$ cat src/rtl/irf_ctl_pkg.sv
// Shared types for the integer register file window sequencer: FSM states,
// window-op encodings and default sizing.
package irf_ctl_pkg;
  localparam int NTHR_DEF  = 4;
  localparam int WIN_W_DEF = 3;

  typedef enum logic [2:0] {
    ST_IDLE    = 3'd0,
    ST_SAVE    = 3'd1,
    ST_GAP     = 3'd2,
    ST_RESTORE = 3'd3,
    ST_ACK     = 3'd4
  } state_e;

  typedef enum logic [1:0] {
    OP_NOP     = 2'b00,
    OP_SAVE    = 2'b01,
    OP_RESTORE = 2'b10,
    OP_SWAP    = 2'b11
  } op_e;
endpackage

$ cat src/rtl/irf_rr_arb4.sv
// Four-way round-robin picker: first requester at or after i_ptr, wrapping.
// Purely combinational.
module irf_rr_arb4 (
  input  logic [3:0] i_req,
  input  logic [1:0] i_ptr,
  output logic [3:0] o_gnt,
  output logic [1:0] o_idx
);
  logic [1:0] w_j;

  // Walk offsets from farthest to nearest so the nearest hit is the last write.
  always_comb begin
    o_gnt = '0;
    o_idx = '0;
    w_j   = '0;
    for (int k = 3; k >= 0; k--) begin
      w_j = i_ptr + 2'(k);
      if (i_req[w_j]) begin
        o_gnt = 4'b0001 << w_j;
        o_idx = w_j;
      end
    end
  end
endmodule

$ cat src/rtl/irf_window_seq.sv
// Register-window save/restore sequencer: grants one thread at a time and
// walks SAVE -> GAP -> RESTORE -> ACK with registered strobes and addresses.
module irf_window_seq
  import irf_ctl_pkg::*;
#(
  parameter  int NTHR  = NTHR_DEF,
  parameter  int WIN_W = WIN_W_DEF,
  localparam int TW    = $clog2(NTHR)
) (
  input  logic                    clk,
  input  logic                    rst_l,
  input  logic [NTHR-1:0]         req_vld,
  input  logic [2*NTHR-1:0]       req_op,
  input  logic [WIN_W*NTHR-1:0]   req_cwp,
  input  logic [WIN_W*NTHR-1:0]   req_nwp,
  output logic [NTHR-1:0]         req_ack,
  output logic                    irf_save,
  output logic [TW+WIN_W-1:0]     irf_save_addr,
  output logic                    irf_restore,
  output logic [TW+WIN_W-1:0]     irf_restore_addr,
  output logic [NTHR-1:0]         thr_stall,
  output logic                    busy
);
  state_e             r_st, w_nxt;
  op_e                r_op, w_op_req;
  logic [TW-1:0]      r_own, r_rr, w_idx, w_own_n;
  logic [WIN_W-1:0]   r_cwp, r_nwp, w_cwp_req, w_nwp_req, w_cwp_n, w_nwp_n;
  logic [NTHR-1:0]    w_gnt;
  logic               w_take;

  logic [NTHR-1:0]    r_ack, w_ack, r_stall, w_stall;
  logic               r_save, w_save, r_rest, w_rest, r_busy, w_busy;
  logic [TW+WIN_W-1:0] r_sa, w_sa, r_ra, w_ra;

  irf_rr_arb4 u_arb (
    .i_req (req_vld),
    .i_ptr (r_rr),
    .o_gnt (w_gnt),
    .o_idx (w_idx)
  );

  assign w_take    = (r_st == ST_IDLE) && (|w_gnt);
  assign w_op_req  = op_e'(req_op[w_idx*2 +: 2]);
  assign w_cwp_req = req_cwp[w_idx*WIN_W +: WIN_W];
  assign w_nwp_req = req_nwp[w_idx*WIN_W +: WIN_W];

  // Fields as they will be held next cycle; outputs decode from these.
  assign w_own_n = w_take ? w_idx     : r_own;
  assign w_cwp_n = w_take ? w_cwp_req : r_cwp;
  assign w_nwp_n = w_take ? w_nwp_req : r_nwp;

  always_ff @(posedge clk or negedge rst_l) begin
    if (!rst_l) begin
      r_own <= '0;
      r_op  <= OP_NOP;
      r_cwp <= '0;
      r_nwp <= '0;
      r_rr  <= '0;
    end else if (w_take) begin
      r_own <= w_idx;
      r_op  <= w_op_req;
      r_cwp <= w_cwp_req;
      r_nwp <= w_nwp_req;
      r_rr  <= w_idx + TW'(1);
    end
  end

  always_ff @(posedge clk or negedge rst_l) begin
    if (!rst_l) begin
      r_st    <= ST_IDLE;
      r_ack   <= '0;
      r_save  <= 1'b0;
      r_sa    <= '0;
      r_rest  <= 1'b0;
      r_ra    <= '0;
      r_stall <= '0;
      r_busy  <= 1'b0;
    end else begin
      r_st    <= w_nxt;
      r_ack   <= w_ack;
      r_save  <= w_save;
      r_sa    <= w_sa;
      r_rest  <= w_rest;
      r_ra    <= w_ra;
      r_stall <= w_stall;
      r_busy  <= w_busy;
    end
  end

  always_comb begin
    w_nxt = r_st;
    case (r_st)
      ST_IDLE: begin
        if (w_take) begin
          case (w_op_req)
            OP_SWAP:    w_nxt = (w_cwp_req == w_nwp_req) ? ST_ACK : ST_SAVE;
            OP_SAVE:    w_nxt = ST_SAVE;
            OP_RESTORE: w_nxt = ST_RESTORE;
            default:    w_nxt = ST_ACK;
          endcase
        end
      end
      ST_SAVE:    w_nxt = ST_GAP;
      // GAP lets the cell finish its delayed save write before anything else.
      ST_GAP:     w_nxt = (r_op == OP_SWAP) ? ST_RESTORE : ST_ACK;
      ST_RESTORE: w_nxt = ST_ACK;
      default:    w_nxt = ST_IDLE;
    endcase
  end

  always_comb begin
    w_save  = (w_nxt == ST_SAVE);
    w_rest  = (w_nxt == ST_RESTORE);
    w_sa    = w_save ? {w_own_n, w_cwp_n} : '0;
    w_ra    = w_rest ? {w_own_n, w_nwp_n} : '0;
    w_busy  = (w_nxt != ST_IDLE);
    w_stall = w_busy ? (NTHR'(1) << w_own_n) : '0;
    w_ack   = (w_nxt == ST_ACK) ? (NTHR'(1) << w_own_n) : '0;
  end

  assign req_ack          = r_ack;
  assign irf_save         = r_save;
  assign irf_save_addr    = r_sa;
  assign irf_restore      = r_rest;
  assign irf_restore_addr = r_ra;
  assign thr_stall        = r_stall;
  assign busy             = r_busy;
endmodule

$ cat config.mk
export PLATFORM = sky130hd
export DESIGN_NAME = irf_window_seq
export DESIGN_NICKNAME = d
export VERILOG_FILES = /design/src/rtl/irf_ctl_pkg.sv /design/src/rtl/irf_rr_arb4.sv /design/src/rtl/irf_window_seq.sv
export SDC_FILE = /design/constraint.sdc
export NUM_CORES = 1
export LEC_CHECK = 0
export CAP_MARGIN = 25
export CORE_ASPECT_RATIO = 0.9
export CORE_MARGIN = 3
export CORE_UTILIZATION = 48
export DETAILED_ROUTE_END_ITERATION = 6
export PLACE_DENSITY = 0.79
export SLEW_MARGIN = 5
export SYNTH_ARGS = -nofsm -noshare
export SYNTH_HDL_FRONTEND = slang
export SYNTH_SLANG_ARGS = --single-unit
$ cat constraint.sdc
create_clock -name clk -period 4.5 [get_ports clk]
set_clock_uncertainty 0.05 [all_clocks]
set_input_delay 0.9 -clock clk [delete_from_list [all_inputs] [get_ports clk]]
set_output_delay 0.9 -clock clk [all_outputs]
set_load 0.05 [all_outputs]
==> impl_metrics.yaml <==
die:
  die_h_um: 70.2
  dieArea_sq_um: 5430
  io_pins: 59
  start_util_pct: 51.8
  core_area_sq_um: 4240
  dieWidth_um: 77.3
  rows: 22
timing:
  finalHoldViolations: 0
  rsz0062_at_grt: "false"
  period_share_pct: 92.0
  fin_crit_ns: 4.14
  max_freq_ghz: 0.242
  max-slew-margin-rel_pct: 57.8
  slew_violations: 0
  final.setup.tns_ns: 0
  finalSetupViolCount: 0
  worst_pin_slew_ns: 0.628
clock_network:
  hold_buffers: 0
  cts_tree: "built"
  post-cts-setup-buffers: 0
  post_cts_resize_count: 0
  numCtsBuffers: 5
  root_buffer: "clkbuf_8"
  cts.sinks: 36
  clk_pin_slew_ns: 0.06
  h-tree-depth: 2
  cts_buffer_depth: 2
  worstSkewPairLatency_ns: 0.28
setup_path:
  crit_required_ns: 4.61
  crit_path_end_kind: "register"
  worstRegToRegCells: 16
  critPathKind: "input pin to register"
  startpoint_type: "input pin"
  regToRegEndpoint: "thr_stall[0]$_DFF_PN0_"
  reg2reg_from: "r_rr[1]$_DFFE_PN0N_"
  reg2reg_slack_ns: 0.46
  crit_fanout: 8
  critPathArrivalTime_ns: 4.25
pwr:
  pwr_density_cell_nw_per_um2: 856
  vdd_drop_max_v: 0.000437
  leakage_nw: 1.30
yosys:
  ys.flop_type: "dfrtp_1"
  synth_seq_cells: 36
  ys_seq_area_share_pct: 41.0
  synth_edf_count: 0
  synth.distinct_cells: 40
  yosysTopAreaCell: "dfrtp_1"
  mappedNetlistArea_sq_um: 2200
  synth.top_cells.by_count: "dfrtp_1 (36), mux2i_1 (17), nor2_1 (15)"
  synth-async-reset-ratio_pct: 100
  yosysWarnings: 0
  avgSynthCellArea_sq_um: 10.4
  synth_nets: 260
  synth_area_leaders: "dfrtp_1 (41%), mux2i_1 (7.7%), ha_1 (5.7%)"
  yosysMostFrequentCell: "dfrtp_1"
  synthesis.instances: 212
  yosysTopAreaCellShare_pct: 41.0
global_route:
  antenna_found_initial: 0
  grt_pass1_vias: 1646
  grt_max_degree: 37
  grtUsageMet1_pct: 23.7
  busiest_layer: "met2"
  use_met2_pct: 29.2
  grt_util_met3_pct: 4.64
  grt-ovfl-total: 0
  grt_pass1_wl_um: 7760
  grt.total_usage_pct: 17.8
min_path:
  hp-class: "register to register"
  hold-path-endpoint: "r_nwp[1]$_DFF_PN0_"
  hp-start: "r_nwp[1]$_DFF_PN0_"
  whs_path_depth: 1
drt:
  dr.pass1.iters: 4
  drc: 0
  wl_per_cell_um: 13.7
  drt_iter0_drc: 89
  viasPerCell: 5.16
  totalWireLength_um: 4600
  route.vias.total: 1733
  antenna_left: 0
place:
  dp_hpwl_um: 3570
  post-place-cells: 329
  gp_congestion: 0.759
  port_buffers: 58
layout:
  fin_nets: 324
  layout-drive-gt1-share_pct: 12.7
  final_cell_count_no_fill: 336
  antenna_cells: 0
  nFillCells: 356
  syn_to_final_growth_pct: 34.5
job:
  cap_violations: 0
run_status:
  outcome: "finished, final reports clean"
## cell type report
cell class              count  area (sq um)  area share [%]
well taps                  60          75.1            2.54
clock inverters             1          5.00           0.169
flip-flops and latches     36           901            30.5
inverters                  13          48.8            1.65
multi-input cells         154          1210            41.0
repair buffers             66           641            21.7
clock buffers               6          72.6            2.46
## kinds of logic (layout without fill, tap and decap cells)
logic type	count (synthesis)	in the layout	synth area share [%]
AND/OR/NAND/NOR	62	62	16.1
adder cells (fa/ha/maj)	10	10	5.69
XOR/XNOR	12	12	4.78
AO/OA/AOI/OAI	43	43	13.9
flip-flops	36	36	41.0
multiplexers	27	27	14.4
buffers and inverters	22	86	4.10
## sequential cells by signal, indices dropped and copies added (netlist names)
register          cells
busy                  1
irf_restore           1
irf_restore_addr      5
irf_save              1
irf_save_addr         5
r_cwp                 3
r_nwp                 3
r_op                  2
r_own                 2
r_rr                  2
r_st                  3
req_ack               4
thr_stall             4
## critical path: stages
cell and delay [ns]:
clkdlybuf4s50_1 0.51, mux4_2 0.53, nor2b_1 0.13, o21ai_0 0.08
o21ai_1 0.42, a211oi_1 0.10, a21oi_1 0.20, inv_1 0.09
ha_1 0.31, nor2b_1 0.15, o2bb2ai_1 0.12, a31o_2 0.27
nor3_1 0.21, buf_4 0.17, nor2_1 0.05
## cells in the final DEF (no fill, tap or decap), types with 2 or more instances in the layout
cell	synthesis	layout
nor3_1	10	10
nor4_1	2	2
mux2_2	7	7
nand2_1	8	8
clkdlybuf4s50_1	0	58
and2_1	3	3
a21oi_1	12	12
nand3b_1	2	2
o21ai_0	7	7
dfrtp_1	36	36
a31oi_1	3	3
nor2b_2	3	3
mux2i_1	17	17
nor2b_1	11	11
mux4_2	3	3
inv_1	11	11
xor2_1	12	12
o21ai_1	3	3
clkbuf_8	0	5
buf_4	1	8
nor2_1	15	15
inv_2	2	2
or4_1	2	2
a211oi_1	9	9
ha_1	10	10
## metrics by stage
stage | hold WS, ns | util (%) | worst slack, ns | cell area, sq um | total power (W)
2_1_floorplan | 0.400 | - | 0.454 | 2200 | 0.00186
3_3_place_gp | 0.413 | 67.9 | 0.170 | 2880 | 0.00229
3_5_place_dp | 0.433 | 67.9 | 0.113 | 2880 | 0.00233
4_1_cts | 0.448 | 69.7 | 0.405 | 2960 | 0.00254
5_1_grt | 0.464 | 69.7 | 0.148 | 2960 | 0.00274
6_report | 0.443 | 69.7 | 0.361 | 2960 | 0.00253
## metal layers
metal	wire length, um	up-vias
met5	0	-
li1	-	876
met1	2110	815
met4	23	0
met3	206	2
met2	2260	40
## where the power goes
part | internal [W] | leakage [nW] | switching [W]
sequential | 0.000456 | 0.467 | 0.0000648
clock | 0.000105 | 0.0410 | 0.000104
combinational | 0.000740 | 0.787 | 0.00106
total | 0.00130 | 1.30 | 0.00123
## worst max path at each step
stage,startpoint,endpoint,slack [ns],depth (start not counted)
2_1_floorplan,r_rr[0]$_DFFE_PN0N_,thr_stall[3]$_DFF_PN0_,0.45,16
3_3_place_gp,req_vld[3],thr_stall[3]$_DFF_PN0_,0.17,14
3_5_place_dp,req_vld[1],thr_stall[0]$_DFF_PN0_,0.11,15
4_1_cts,req_vld[1],thr_stall[0]$_DFF_PN0_,0.40,15
5_1_grt,req_vld[1],irf_save_addr[3]$_DFF_PN0_,0.15,13
6_report,req_vld[1],thr_stall[0]$_DFF_PN0_,0.36,15
No activity file was read; power rests on OpenSTA's default activity.
